===== config.mk =====
export PLATFORM = sky130hd
export DESIGN_NAME = pc_sequencer
export DESIGN_NICKNAME = d
export VERILOG_FILES = /design/src/rtl/pc_sequencer.sv
export SDC_FILE = /design/constraint.sdc
export NUM_CORES = 1
export LEC_CHECK = 0
export BUFFER_PORTS_ARGS = -buffer_cell sky130_fd_sc_hd__buf_4
export CORE_UTILIZATION = 59
export CTS_CLUSTER_DIAMETER = 80
export DETAILED_ROUTE_END_ITERATION = 8
export PLACE_DENSITY = 0.89
export SYNTH_ARGS = -nofsm -noshare
export SYNTH_HDL_FRONTEND = slang
export SYNTH_SLANG_ARGS = --single-unit
export TNS_END_PERCENT = 10

===== constraint.sdc =====
create_clock -name clk -period 5.5 [get_ports clk]
set_input_delay 0.55 -clock clk [delete_from_list [all_inputs] [get_ports clk]]
set_output_delay 0.55 -clock clk [all_outputs]
set_load 0.01 [all_outputs]

===== src/rtl/pc_sequencer.sv =====
`default_nettype none
// ============================================================================
//  Module   : pc_sequencer
//  Purpose  : Program-counter sequencer with branch, call/return through a
//             circular return-address stack (RAS), and a terminal HALT state.
//  Ports    : clk, rst (async, active-high)
//             i_en        advance enable (low = stall)
//             i_br_taken  jump to i_br_target
//             i_br_target branch / call target
//             i_call      push pc+INCR, jump to i_br_target
//             i_ret       pop RAS top, jump to it
//             i_halt      enter HALT
//             o_pc        registered instruction address
//             o_halted    high in HALT
//             o_ras_empty / o_ras_full  occupancy flags
//             o_ras_ovf / o_ras_unf     sticky overflow / underflow flags
//  Revision : 1.0  initial release
// ============================================================================
module pc_sequencer #(
    parameter int unsigned              ADDR_W     = 32,
    parameter logic [ADDR_W-1:0]        RESET_ADDR = {ADDR_W{1'b1}},
    parameter int unsigned              INCR       = 1,
    parameter int unsigned              RAS_DEPTH  = 4
) (
    input  logic              clk,
    input  logic              rst,
    input  logic              i_en,
    input  logic              i_br_taken,
    input  logic [ADDR_W-1:0] i_br_target,
    input  logic              i_call,
    input  logic              i_ret,
    input  logic              i_halt,
    output logic [ADDR_W-1:0] o_pc,
    output logic              o_halted,
    output logic              o_ras_empty,
    output logic              o_ras_full,
    output logic              o_ras_ovf,
    output logic              o_ras_unf
);

    localparam int unsigned C_CNT_W = $clog2(RAS_DEPTH + 1);
    localparam int unsigned C_PTR_W = $clog2(RAS_DEPTH);
    localparam logic [C_PTR_W-1:0] C_LAST = C_PTR_W'(RAS_DEPTH - 1);
    localparam logic [C_CNT_W-1:0] C_FULL = C_CNT_W'(RAS_DEPTH);

    typedef enum logic [0:0] {
        S_RUN  = 1'b0,
        S_HALT = 1'b1
    } state_t;

    state_t              r_state, w_state_next;
    logic [ADDR_W-1:0]   r_pc, w_pc_next;
    logic [C_CNT_W-1:0]  r_count, w_count_next;
    logic [C_PTR_W-1:0]  r_top, w_top_next;
    logic                r_ovf, w_ovf_next;
    logic                r_unf, w_unf_next;
    logic [ADDR_W-1:0]   r_ras [RAS_DEPTH];

    logic                w_wr_en;
    logic [C_PTR_W-1:0]  w_wr_idx;
    logic [ADDR_W-1:0]   w_seq;
    logic [C_PTR_W-1:0]  w_top_inc;
    logic [C_PTR_W-1:0]  w_top_dec;
    logic                w_empty;
    logic                w_full;

    assign w_seq     = r_pc + ADDR_W'(INCR);
    // Pointer arithmetic wraps at RAS_DEPTH, which need not be a power of two
    assign w_top_inc = (r_top == C_LAST) ? '0 : r_top + 1'b1;
    assign w_top_dec = (r_top == '0) ? C_LAST : r_top - 1'b1;
    assign w_empty   = (r_count == '0);
    assign w_full    = (r_count == C_FULL);

    // State / control registers
    always_ff @(posedge clk or posedge rst) begin
        if (rst) begin
            r_state <= S_RUN;
            r_pc    <= RESET_ADDR;
            r_count <= '0;
            r_top   <= '0;
            r_ovf   <= 1'b0;
            r_unf   <= 1'b0;
        end else begin
            r_state <= w_state_next;
            r_pc    <= w_pc_next;
            r_count <= w_count_next;
            r_top   <= w_top_next;
            r_ovf   <= w_ovf_next;
            r_unf   <= w_unf_next;
        end
    end

    // Stack entries carry no reset; only count/pointer/flags define validity
    always_ff @(posedge clk) begin
        if (w_wr_en && !rst) begin
            r_ras[w_wr_idx] <= w_seq;
        end
    end

    // Next-state / next-value logic
    always_comb begin
        w_state_next = r_state;
        w_pc_next    = r_pc;
        w_count_next = r_count;
        w_top_next   = r_top;
        w_ovf_next   = r_ovf;
        w_unf_next   = r_unf;
        w_wr_en      = 1'b0;
        w_wr_idx     = r_top;

        if (r_state == S_RUN && i_en) begin
            if (i_halt) begin
                w_state_next = S_HALT;
            end else if (i_ret && !w_empty && i_call) begin
                // Swap: return to top, replace top with this call's return address
                w_pc_next = r_ras[r_top];
                w_wr_en   = 1'b1;
                w_wr_idx  = r_top;
            end else if (i_ret && !w_empty) begin
                w_pc_next    = r_ras[r_top];
                w_top_next   = w_top_dec;
                w_count_next = r_count - 1'b1;
            end else if (i_ret && !i_call) begin
                w_pc_next  = w_seq;
                w_unf_next = 1'b1;
            end else if (i_call) begin
                // Reaching here with i_ret set means the stack was empty
                if (i_ret) begin
                    w_unf_next = 1'b1;
                end
                w_pc_next  = i_br_target;
                w_wr_en    = 1'b1;
                w_wr_idx   = w_top_inc;
                w_top_next = w_top_inc;
                // A push on a full stack lands on the oldest slot
                if (w_full) begin
                    w_ovf_next = 1'b1;
                end else begin
                    w_count_next = r_count + 1'b1;
                end
            end else if (i_br_taken) begin
                w_pc_next = i_br_target;
            end else begin
                w_pc_next = w_seq;
            end
        end
    end

    assign o_pc        = r_pc;
    assign o_halted    = (r_state == S_HALT);
    assign o_ras_empty = w_empty;
    assign o_ras_full  = w_full;
    assign o_ras_ovf   = r_ovf;
    assign o_ras_unf   = r_unf;

endmodule
`default_nettype wire

==> results <==
- The flow ran to the end, and the final reports show no timing, DRC or antenna violations.
- The count of nets left with antenna violations after detail routing is 0.
- STA puts the critical path data required time at 5.59 ns.
- The worst reg2reg path depth is 8.
- The total of warnings raised by yosys is 0.
- Across the run, the number of max-cap violations was 0.
- The net count after synthesis is about 600.
- The final max-slew violation count was 0.
- The die is 118 µm wide.
- TritonCTS built the clock tree.
- The register-to-register path setup slack is roughly 1.9 ns.
- The largest area contributor in the synthesized netlist is sky130_fd_sc_hd__edfxtp_1.
- The via count of the routed design is 5,419.
- The most numerous cell in the Yosys netlist is sky130_fd_sc_hd__edfxtp_1.
- The weighted congestion at the end of routability-driven global placement is just under 0.9.
- VDD sags by at most 0.000309 V.
- The number of failing hold endpoints at the final stage is 0.
- The startpoint kind of the worst setup timing path is a register.
- The worst setup path is captured at a register.
- After detailed routing, the number of vias per cell comes to 6.64.
- Clock tree synthesis inserted a total of 17 buffers.
- The residual DRC count is 0.
- The first TritonRoute pass finished after 5 iterations.
- The clock passes through at most 2 buffers.
- The total grt overflow is 0.
- Entering global routing, the biggest net connects between 40 and 50 pins.
- The height of the die is approximately 120 µm.
- After floorplanning, the core was sized to cover 12,800 µm².
- The first global-routing pass estimated 31.2 mm of wire.
- The number of placed instances, taps included, is slightly below 800.
- The via count of the first global-routing pass was approximately 5.6k.
- The share of total power dissipated in combinational logic is 0.182.
- The number of synthesized flops with an enable pin is 128.
- The fraction of layout instances using a drive strength above 1 is 0.303.
- For this design, the sink count on the clock tree is ~170.
- Once the clock tree was built, the setup fixing pass inserted 0 buffers.
- The worst max-slew margin expressed relative to the limit is 0.292.
- Setup violations remaining at the end of the flow were counted as 0.
- Dividing the detail-routed wire length by the instance count gives between 20 and 25 µm.
- The final layout contains 674 nets.
- The fraction of power spent switching nets is 0.278.
- Setup repair after global routing left no endpoint under its margin.
- In the finished design, the share of the clock period the worst path needs comes to 0.655.
- The terminus of the critical flop-to-flop path is r_ras[0][4].
- Internal power comes to 2.58 mW.
- After floorplanning, the core was divided into 41 placement rows.
- 0 antenna diodes ended up in the layout.
- At the pin with the least slew margin, the transition time is 1.06 ns.
- Clock-pin slew was measured on the worst setup and hold paths at 0.06 ns.
- After routing, the total negative slack on setup checks comes to 0 ns.
- Averaged over all synthesized cells, the footprint is roughly 14 µm².
- For this design the ratio of total power to cell area is 389 nW/µm².
- The register bit count reported by yosys is roughly 170.
- At the later pin of the worst-skew pair, clock insertion delay measures 0.43 ns.
- In this run the worst hold path is classified as in -> async.
- The initial antenna violation count is 0.
- Detailed placement finished with a half-perimeter wire length of about 13 mm.
- In this run the count of I/O pins placed on the die edge is 76.
- The static leakage is 3.30 nW.
- In this run, post-CTS hold repair placed 0 buffers.
- By area the synthesized netlist is led by sky130_fd_sc_hd__edfxtp_1 49%, sky130_fd_sc_hd__dfstp_2 11%, sky130_fd_sc_hd__mux4_2 9.1%, sky130_fd_sc_hd__dfrtp_1 2.5%, sky130_fd_sc_hd__xnor2_1 2.4%.
- The die outline area is between 10,000 and 15,000 µm².
- The clock power share is 0.344.
- The maximum net fanout on the critical path is 41.
- The overall power is 3.57 mW.
- After technology mapping, the gate count stands at 560.
- The initial detailed-routing violation count is 624.
- After synthesis the cells add up to 7890 µm².
- The most frequently used flop master after synthesis is sky130_fd_sc_hd__edfxtp_1.
- The area growth from synthesis to layout is 16.3%.
- The global-route total usage across every layer is 0.302.
- Gates resized during post-CTS repair numbered 0.
- The critical register-to-register path startpoint is r_count[0].
- The achievable frequency is 278 MHz.
- The H-tree depth is 4.
- The final worst clock skew is 0.00849 ns.
- By count the netlist is led by 128 x sky130_fd_sc_hd__edfxtp_1, 36 x sky130_fd_sc_hd__nor2_1, 33 x sky130_fd_sc_hd__nand2_1.
- The starting density of the core is 0.615.
- The root buffer selected by CTS is sky130_fd_sc_hd__clkbuf_16.
- STA puts the critical path data arrival time at 3.69 ns.
- The relative contribution of sequential cells to total power is 0.475.
- The sum of routed wire length over all layers is just under 20 mm.
- The area fraction of the dominant cell type after synthesis is 0.487.
- The proportion of synthesized chip area in sequential cells is 0.619.
- The minimum clock period is 3.60 ns.
- During placement, the flow inserted port buffers numbering 75.
- The share of async-settable or async-resettable flops after synthesis is 0.238.
- The worst setup path is of the reg -> reg kind.
- In this run the power spent charging and discharging nets is 0.992 mW.
- Leaving out filler cells and counting taps, the final layout contains 816.
- The number of different library cells used by synthesis comes to 66.
worst max-delay path, cell delays in order, from the launching register on:
cell                      delay (ns)
sky130_fd_sc_hd__dfrtp_1        0.48
sky130_fd_sc_hd__o31ai_4        0.26
sky130_fd_sc_hd__buf_4          0.44
sky130_fd_sc_hd__inv_2          0.34
sky130_fd_sc_hd__nor2_1         0.23
sky130_fd_sc_hd__nand2_1        0.12
sky130_fd_sc_hd__mux2i_1        0.32
sky130_fd_sc_hd__and3_1         0.59
sky130_fd_sc_hd__buf_4          0.45
area by class of cell:
class                      instances  area (µm²)
inverter                          18        67.6
sequential                       168        4890
tap                              172         215
fill                             829        3640
clock buffer                      22         464
multi-input combinational        339        2750
clock inverter                    10         144
timing repair buffer              87         653
layout by cell type, fill, tap and decap left out, types with 5 or more instances in the layout:
master / instances
sky130_fd_sc_hd__xor2_1: 11
sky130_fd_sc_hd__and3_1: 8
sky130_fd_sc_hd__o31ai_1: 5
sky130_fd_sc_hd__nand4_1: 10
sky130_fd_sc_hd__a31oi_1: 13
sky130_fd_sc_hd__clkbuf_16: 17
sky130_fd_sc_hd__nand2_1: 33
sky130_fd_sc_hd__o21ai_0: 26
sky130_fd_sc_hd__inv_1: 17
sky130_fd_sc_hd__o21a_1: 7
sky130_fd_sc_hd__o22ai_1: 5
sky130_fd_sc_hd__a2bb2oi_1: 7
sky130_fd_sc_hd__a22oi_1: 5
sky130_fd_sc_hd__mux2i_1: 6
sky130_fd_sc_hd__mux4_2: 32
sky130_fd_sc_hd__nor3_1: 8
sky130_fd_sc_hd__nand3_1: 19
sky130_fd_sc_hd__dfstp_2: 32
sky130_fd_sc_hd__a21oi_1: 21
sky130_fd_sc_hd__nor2_1: 35
sky130_fd_sc_hd__dfrtp_1: 7
sky130_fd_sc_hd__xnor2_1: 22
sky130_fd_sc_hd__edfxtp_1: 128
sky130_fd_sc_hd__buf_4: 87
sky130_fd_sc_hd__and4_1: 5
worst max-delay path by stage:
stage                     startpoint            to  slack [ns]
after floorplan               i_halt   r_ras[3][0]        0.47
after global placement         i_ret  r_ras[0][12]        2.12
after detailed placement       i_ret  r_ras[2][12]        1.92
after CTS                 r_count[0]  r_ras[2][24]        1.90
after global routing      r_count[0]   r_ras[0][4]        1.70
final                     r_count[0]   r_ras[0][4]        1.90
sequential cells by signal (all words and copies together), names as in the netlist:
name and count:
o_ras_unf 1, o_pc 32, o_ras_ovf 1, r_ras 128, r_top 2, r_count 3
o_halted 1
cells by family after synthesis:
kind of cell | count (synthesis) | share of synthesized area
flip-flops | 168 | 0.619
adder cells (fa/ha/maj) | 4 | 0.00729
buffers and inverters | 53 | 0.0344
XOR/XNOR | 33 | 0.0366
AND/OR/NAND/NOR | 144 | 0.0989
multiplexers | 39 | 0.100
AO/OA/AOI/OAI | 119 | 0.104
power groups by stage:
stage	Combinational (mW)	Sequential, mW	Clock (mW)
after floorplan	0.415	1.69	0
after global placement	0.608	1.71	0
after detailed placement	0.639	1.71	0
after CTS	0.646	1.69	1.23
after global routing	0.699	1.71	1.29
final	0.649	1.70	1.23
through the flow:
stage	setup WS (ns)	hold slack, ns	instance area [µm²]	util
floorplan	0.470	0.492	7890	-
global placement	2.12	0.459	8570	0.668
detailed placement	1.92	0.460	8570	0.668
CTS	1.90	0.309	9180	0.716
global route	1.70	0.337	9180	0.716
finish	1.90	0.297	9180	0.716
routing by layer:
layer / global-route usage / up-vias / wire (µm)
met4: 0.145 / 0 / 539
met5: 0 / - / 0
met3: 0.0921 / 53 / 2280
met1: 0.397 / 2662 / 7470
met2: 0.460 / 391 / 9350
li1: - / 2313 / -
Power figures use the tool's default switching activity.
